===== src/rtl/rv32i_types.sv =====
// Shared types for the rv32i memory subsystem: arbiter FSM states, port owner
// encoding and the latched memory request record.
package rv32i_types;

    localparam int MEM_ADDR_W = 32;
    localparam int MEM_DATA_W = 32;
    localparam int MEM_MASK_W = 4;

    typedef enum logic [1:0] {
        IDLE,
        IMEM_BUSY,
        DMEM_BUSY
    } mem_arb_state_t;

    typedef enum logic [1:0] {
        OWNER_NONE,
        OWNER_IMEM,
        OWNER_DMEM
    } mem_arb_owner_t;

    typedef struct packed {
        logic [MEM_ADDR_W-1:0] addr;
        logic [MEM_MASK_W-1:0] rmask;
        logic [MEM_MASK_W-1:0] wmask;
        logic [MEM_DATA_W-1:0] wdata;
    } mem_req_t;

    function automatic mem_arb_owner_t owner_of(input mem_arb_state_t s);
        case (s)
            IMEM_BUSY: return OWNER_IMEM;
            DMEM_BUSY: return OWNER_DMEM;
            default:   return OWNER_NONE;
        endcase
    endfunction

endpackage


===== src/rtl/mem_port_arbiter_starve_counter.sv =====
// Saturating counter of data grants that bypassed a waiting fetch; at_limit
// tells the arbiter to hand the next grant to the fetch channel.
module arb_starve_counter #(
    parameter int LIMIT = 4,
    localparam int W = $clog2(LIMIT + 1)
) (
    input  logic         clk,
    input  logic         rst,
    input  logic         inc,
    input  logic         clr,
    output logic [W-1:0] count,
    output logic         at_limit
);

    assign at_limit = (count == W'(LIMIT));

    // Clear wins over increment; increment stops at LIMIT.
    always_ff @(posedge clk or negedge rst) begin
        if (!rst) begin
            count <= '0;
        end else if (clr) begin
            count <= '0;
        end else if (inc && !at_limit) begin
            count <= count + 1'b1;
        end
    end

endmodule


===== src/rtl/mem_port_arbiter.sv =====
// Arbitrates one shared memory port between fetch and data channels: data has
// priority, the starvation counter forces a fetch grant after STARVE_LIMIT bypasses.
module mem_port_arbiter
    import rv32i_types::*;
#(
    parameter int STARVE_LIMIT = 4
) (
    input  logic                  clk,
    input  logic                  rst,
    input  logic [MEM_ADDR_W-1:0] imem_addr,
    input  logic [MEM_MASK_W-1:0] imem_rmask,
    output logic [MEM_DATA_W-1:0] imem_rdata,
    output logic                  imem_resp,
    input  logic [MEM_ADDR_W-1:0] dmem_addr,
    input  logic [MEM_MASK_W-1:0] dmem_rmask,
    input  logic [MEM_MASK_W-1:0] dmem_wmask,
    input  logic [MEM_DATA_W-1:0] dmem_wdata,
    output logic [MEM_DATA_W-1:0] dmem_rdata,
    output logic                  dmem_resp,
    output logic [MEM_ADDR_W-1:0] mem_addr,
    output logic [MEM_MASK_W-1:0] mem_rmask,
    output logic [MEM_MASK_W-1:0] mem_wmask,
    output logic [MEM_DATA_W-1:0] mem_wdata,
    input  logic [MEM_DATA_W-1:0] mem_rdata,
    input  logic                  mem_resp
);

    localparam int CNT_W = $clog2(STARVE_LIMIT + 1);

    mem_arb_state_t state, state_next;
    mem_arb_owner_t owner;
    mem_req_t       port_q, port_d;

    logic             imem_req, dmem_req, dmem_store, imem_forced;
    logic             cnt_inc, cnt_clr, at_limit;
    logic [CNT_W-1:0] starve_cnt;

    assign imem_req    = |imem_rmask;
    assign dmem_store  = |dmem_wmask;
    assign dmem_req    = dmem_store || (|dmem_rmask);
    assign imem_forced = imem_req && at_limit;

    arb_starve_counter #(
        .LIMIT(STARVE_LIMIT)
    ) u_starve (
        .clk     (clk),
        .rst     (rst),
        .inc     (cnt_inc),
        .clr     (cnt_clr),
        .count   (starve_cnt),
        .at_limit(at_limit)
    );

    always_ff @(posedge clk or negedge rst) begin
        if (!rst) begin
            state  <= IDLE;
            port_q <= '0;
        end else begin
            state  <= state_next;
            port_q <= port_d;
        end
    end

    always_comb begin
        state_next = state;
        port_d     = port_q;
        cnt_inc    = 1'b0;
        cnt_clr    = 1'b0;
        unique case (state)
            IDLE: begin
                if (dmem_req && !imem_forced) begin
                    // A store suppresses the read mask even if the requester set both.
                    port_d.addr  = dmem_addr;
                    port_d.rmask = dmem_store ? '0 : dmem_rmask;
                    port_d.wmask = dmem_wmask;
                    port_d.wdata = dmem_wdata;
                    cnt_inc      = imem_req;
                    state_next   = DMEM_BUSY;
                end else if (imem_req) begin
                    port_d.addr  = imem_addr;
                    port_d.rmask = imem_rmask;
                    port_d.wmask = '0;
                    port_d.wdata = '0;
                    cnt_clr      = 1'b1;
                    state_next   = IMEM_BUSY;
                end else begin
                    port_d.rmask = '0;
                    port_d.wmask = '0;
                end
            end
            IMEM_BUSY, DMEM_BUSY: begin
                // The latched request is held regardless of requester-side changes.
                if (mem_resp) begin
                    port_d.rmask = '0;
                    port_d.wmask = '0;
                    state_next   = IDLE;
                end
            end
            default: state_next = IDLE;
        endcase
    end

    // Responses are combinational and only reach the channel owning the port.
    assign owner      = owner_of(state);
    assign imem_resp  = mem_resp && (owner == OWNER_IMEM);
    assign dmem_resp  = mem_resp && (owner == OWNER_DMEM);
    assign imem_rdata = mem_rdata;
    assign dmem_rdata = mem_rdata;

    assign mem_addr  = port_q.addr;
    assign mem_rmask = port_q.rmask;
    assign mem_wmask = port_q.wmask;
    assign mem_wdata = port_q.wdata;

endmodule


===== config.mk =====
export PLATFORM = sky130hd
export DESIGN_NAME = mem_port_arbiter
export DESIGN_NICKNAME = d
export VERILOG_FILES = /design/src/rtl/rv32i_types.sv /design/src/rtl/mem_port_arbiter_starve_counter.sv /design/src/rtl/mem_port_arbiter.sv
export SDC_FILE = /design/constraint.sdc
export NUM_CORES = 1
export LEC_CHECK = 0
export ABC_AREA = 1
export CORE_MARGIN = 2
export CORE_UTILIZATION = 34
export CTS_CLUSTER_DIAMETER = 80
export DETAILED_ROUTE_END_ITERATION = 10
export PLACE_DENSITY_LB_ADDON = 0.12
export REMOVE_ABC_BUFFERS = 1
export SLEW_MARGIN = 5
export SYNTH_ARGS = -nofsm -noshare
export SYNTH_HDL_FRONTEND = slang
export SYNTH_SLANG_ARGS = --single-unit

===== constraint.sdc =====
create_clock -name clk -period 1.52 [get_ports clk]
set_input_delay 0.38 -clock clk [delete_from_list [all_inputs] [get_ports clk]]
set_output_delay 0.38 -clock clk [all_outputs]
set_load 0.02 [all_outputs]

**After elaboration in Yosys (flattened, before gate mapping)**

Cells that the tools add are included.

- Add/subtract/negate cells: 1
- Equality and inequality tests: 7
- Muxes and demuxes: 19
- Reductions and logical operators: 19

Operator list:

| cell | count |
|---|---|
| 2-to-1 mux 72 bit | 1 |
| 2-to-1 mux 32 bit | 2 |
| 2-to-1 mux 8 bit | 2 |
| one-hot mux 8 bit (2 select lines) | 1 |
| OR reduction 4 bit | 3 |
| one-hot mux 2 bit (2 select lines) | 2 |
| 2-to-1 mux 2 bit | 3 |
| 2-to-1 mux 3 bit | 2 |
| AND reduction 2 bit | 3 |
| nonzero test 2 bit | 3 |
| logical AND 1 bit | 5 |
| 2-to-1 mux 1 bit | 5 |
| equality test 2 x 1 -> 1 bit (second input constant) | 2 |
| equality test 2 bit (second input constant) | 2 |
| 2-to-1 mux 4 bit | 1 |
| adder 3 x 1 -> 3 bit (second input constant) | 1 |
| equality test 3 bit (second input constant) | 1 |
| != test 3 bit (second input constant) | 1 |
| zero test 1 bit | 2 |
| zero test 2 bit | 1 |
| != test 2 bit (second input constant) | 1 |
| OR reduction 2 bit | 1 |
| logical OR 1 bit | 1 |

- Flip-flop bits (word level): 77
- Input bits: 143

**Longest topological paths before layout**

- Depth after elaboration: 9
- Mapped depth: 10
- Depth with buffers taken out: 9

**Hierarchy**

A second synthesis with hierarchy kept.

- Cells, all modules: 594
- Area, all modules: 4355.4 um2

Modules (own cells, without submodules):

| module | times used | cells each | area an instance (um2) | seq. area each (um2) |
|---|---|---|---|---|
| mem_port_arbiter | 1 | 569 | 4170.2 | 1851.8 |
| arb_starve_counter | 1 | 25 | 185.2 | 75.1 |

**Least setup slack after synthesis**

Ideal clock, no wire load.

- Path kind: reg-to-reg
- Start point: reg state[0]
- End point: reg port_q (netlist bit mem_addr[20])
- Arrival time: 1391 ps
- Setup slack: 64 ps
- Cell stages (with the launch flop): 9
- Clock period less this slack: 1456 ps
- Path through: dfrtp_1 inv_1 ha_1 buf_2 inv_1 a21oi_2 buf_2 nand3_1 nand2_1

- Longest elaborated chain between the ends: 2

Ends and longest elaborated chain:

| item | RTL line | RTL |
|---|---|---|
| start: declaration | mem_port_arbiter.sv:30 | `mem_arb_state_t state, state_next;` |
| start signal: assignment | mem_port_arbiter.sv:59 | `state <= state_next;` |
| zero test 2 bit | mem_port_arbiter.sv:69 | `unique case (state)` |
| AND reduction 2 bit (no line) | -- |  |
| end signal: assignment | mem_port_arbiter.sv:60 | `port_q <= port_d;` |
| end: declaration | mem_port_arbiter.sv:32 | `mem_req_t port_q, port_d;` |

Every way passes these cells.
A chain may end at the register's enable or synchronous reset.

**Worst setup path in the final report**

- Start point: reg state[0]
- End point: out imem_resp

- Longest elaborated chain between the ends: 4
- Elaborated cells on any way between the ends: 5
- Classes of those cells: eq/ne (3); mux (1); reduce/logical (1)

Ends and longest elaborated chain:

| item | RTL line | RTL |
|---|---|---|
| equality test 2 bit or equality test 2 x 1 -> 1 bit (tied branches) | rv32i_types.sv:29 | `case (s)` |
| one-hot mux 2 bit (2 select lines) (*) | rv32i_types.sv:29 |  |
| equality test 2 x 1 -> 1 bit (*) | mem_port_arbiter.sv:105 | `assign imem_resp = mem_resp && (owner == OWNER_IMEM);` |
| logical AND 1 bit (*) | mem_port_arbiter.sv:105 |  |
| end: declaration | mem_port_arbiter.sv:13 | `output logic imem_resp,` |

Every way passes the cells marked *; elsewhere a longest branch is shown, timed or not.

==> run_results.csv <==
group,metric,value,unit
status,status,"complete, but fails checks",
synthesis,synth_compound_area_share,1.13,%
sta,setup_viol,20,
pwr,power.leakage,0.00396,uW
cells_and_area,drive_gt1_share,22.8,%
synthesis,synth_mux_area_share,0,%
sta,hold_violations,0,
grt,grt_max_degree,78,
placement,place_ws,-0.546,ns
detailed_routing,drc,0,
synthesis,synth_top_family_by_area,"simple AND/OR/NAND/NOR gates",
floorplanning,die_w,118,um
cts,clk_path_buf_depth,2,
cts,clock_sinks,77,
synthesis,synth_most_common_cell,"nand2_1",
cells_and_area,stdcell_area,7320,sq um
sta,tightest_slew,0.432,ns
cts,htree_levels,3,
grt,grt_usage,22.7,%
floorplanning,fp.dieArea,14000,sq um
sta,drv_slew,0,
synthesis,yosysTopAreaCellShare,43.5,%
pwr,peakVddDrop,0.915,mV
placement,place_congestion,0.800,
synthesis,synth_ff_type,"dfrtp_1",
worst_setup_path,cp_max_fo,2,
synthesis,ys_ff_latch,77,
detailed_routing,antenna_left,0,
worst_setup_path,reg2reg_from,"state[1]",
sta,fin_crit,1.60,ns
worst_setup_path,required,1.14,ns
synthesis,synthArstFlopShare,100,%
floorplanning,start_util,35.0,%
sta,fin_setup_tns,-0.509,ns
worst_setup_path,critPathBufInv,3,
cts,cts_tree,"done",
synthesis,synthCells,588,
cts,clock-root-buffer,"clkbuf_16",
synthesis,syn_area_per_cell,7.53,sq um
floorplanning,io_pins,281,
floorplanning,die_h,118,um
worst_setup_path,worstSetupEndpointType,"output pin",
pwr,p_total,15200,uW
placement,dp_hpwl,10.6,mm
placement,portBuffers,184,
synthesis,synthAdderAreaFrac,1.41,%
cells_and_area,antenna_cells,0,
worst_setup_path,critPathLaunchType,"flop",
cells_and_area,n_fill_cell,1162,
worst_setup_path,crit_arrival,1.22,ns
sta,fin_crit_sh,105,%
synthesis,synthTopCellsByArea,"dfrtp_1, nand2_1, buf_4, nand3_1, inv_1",
cells_and_area,area_growth,65.3,%
cells_and_area,nets,906,
synthesis,yosys.area_share.simple,31.1,%
pwr,p_per_area,2070,nW/um^2
detailed_routing,vias_per_cell,4.70,
grt,grt_pass1_vias,4360,
synthesis,yosysUniqueCellTypes,21,
worst_setup_path,endpoint,"imem_resp",
grt,grt_pass1_wl,24.5,mm
detailed_routing,drt-initial-drc-count,270,
cts,cts.clk_slew.worst_paths,0.06,ns
cts,cts_hold_buf,0,
grt,antenna_found_initial,0,
detailed_routing,routed_wl,16.5,mm
synthesis,netlist_area,4430,sq um
floorplanning,rows,41,
synthesis,synth_top_cells_by_count,"nand2_1, inv_1, dfrtp_1",
detailed_routing,vias,4392,
worst_setup_path,cp_cell_sequence,"buf_4, ha_4, nand2_1, inv_2, buf_6",
synthesis,yosysTopAreaCell,"dfrtp_1",
worst_setup_path,slowest_delay,0.38,ns
worst_setup_path,reg2regPathDepth,10,
worst_setup_path,regToRegEndpoint,"mem_addr[25]",
detailed_routing,first_pass_iters,4,
status,failed_checks,"setup timing",
grt,grt_overflow,0,
worst_setup_path,slowest_stage,"dfrtp_1",
sta,relSlewSlack,71.2,%
worst_setup_path,ff2ff_setup_slack,-0.03,ns
worst_setup_path,cp_top_family,"flip-flops",
sta,hold_slack,0.0746,ns
worst_setup_path,path_depth,5,
sta,rsz0062_at_grt,"yes",
synthesis,synth_edf_count,0,
placement,postPlaceCellArea,6040,sq um
floorplanning,core,12700,sq um
worst_setup_path,crit_type,"flop to output pin",
sta,fin_skew,0.00409,ns
detailed_routing,wl_per_cell,17.6,um
sta,worst_slack,-0.0797,ns
min_path,hold_class,"input port to asynchronous set/reset pin",
sta,fmax,0.625,GHz
worst_setup_path,crit_path_start,"state[0]",
synthesis,synth-xor-area-share,0.198,%
synthesis,yosysWarnings,0,
cts,numCtsBuffers,9,
job,maxCapViolCount,0,
cts,clk_latency,0.33,ns
synthesis,seq_area_frac_synth,43.5,%
-- state kept, by name, summed over array words and instances (netlist names) --
name / count
mem_addr: 32
mem_wdata: 32
mem_rmask: 4
mem_wmask: 4
u_starve.count: 3
state: 2
-- where the power goes --
part           internal, uW  switching [uW]
logic                  4320            4870
registers              3060             552
clock network          1530             814
-- stage by stage --
step,utilization (%),instances
floorplan,-,500
global placement,47.7,879
detailed placement,47.7,879
CTS,54.9,928
global route,57.8,935
finish,57.8,935
-- how the worst min path moves through the flow --
stage | from | endpoint | slack, ns | cells past startpoint
finish | rst | mem_wdata[29] | 0.07 | 2
global placement | rst | mem_wmask[3] | 0.44 | 2
CTS | rst | mem_wdata[29] | 0.09 | 2
global route | rst | mem_wdata[21] | 0.11 | 2
detailed placement | rst | mem_wdata[29] | 0.44 | 2
floorplan | rst | mem_addr[0] | 0.08 | 0
-- placed cells by master, fill, tap and decap left out, drive strengths merged --
master	n
xor2	1
nand2	238
dfrtp	77
nand3	73
dlygate4sd2	84
a21oi	2
buf	62
nand4	5
bufinv	2
inv	83
clkbuf	16
clkdlybuf4s50	97
o21ai	5
ha	5
nor2	12
clkinvlp	1
-- timing repair --
action	in CTS	in global routing
cloned	9	4
setup buffers	26	9
gates resized for setup	159	84
pin swaps	21	28
setup endpoints to repair	150	79
-- per-layer routing --
metal	up-vias	part of all wire [%]	global-route usage, %
met5	-	0	6.99
met4	0	0.99	6.10
met3	11	13	13.3
met2	261	42	31.9
met1	2068	44	28.9
li1	2052	-	-
-- final cells by class --
| type | instances | area [sq um] | share of cell area (%) |
|---|---|---|---|
| timing repair buffer | 246 | 2670 | 36.5 |
| sequential | 77 | 1930 | 26.3 |
| multi-input combinational | 341 | 1860 | 25.3 |
| inverter | 83 | 327 | 4.46 |
| clock buffer | 13 | 260 | 3.55 |
| tap | 172 | 215 | 2.94 |
| clock inverter | 3 | 67.6 | 0.923 |
-- logic make-up (layout without fill, tap and decap cells) --
kind of cell,count (synthesis),in the layout
AOI/OAI and AO/OA,7,7
and+or+nand+nor,327,328
buffers and inverters,171,345
xor gates and xnor gates,1,1
adders and majority gates,5,5
DFF,77,77
No activity file was read; power rests on OpenSTA's default activity.
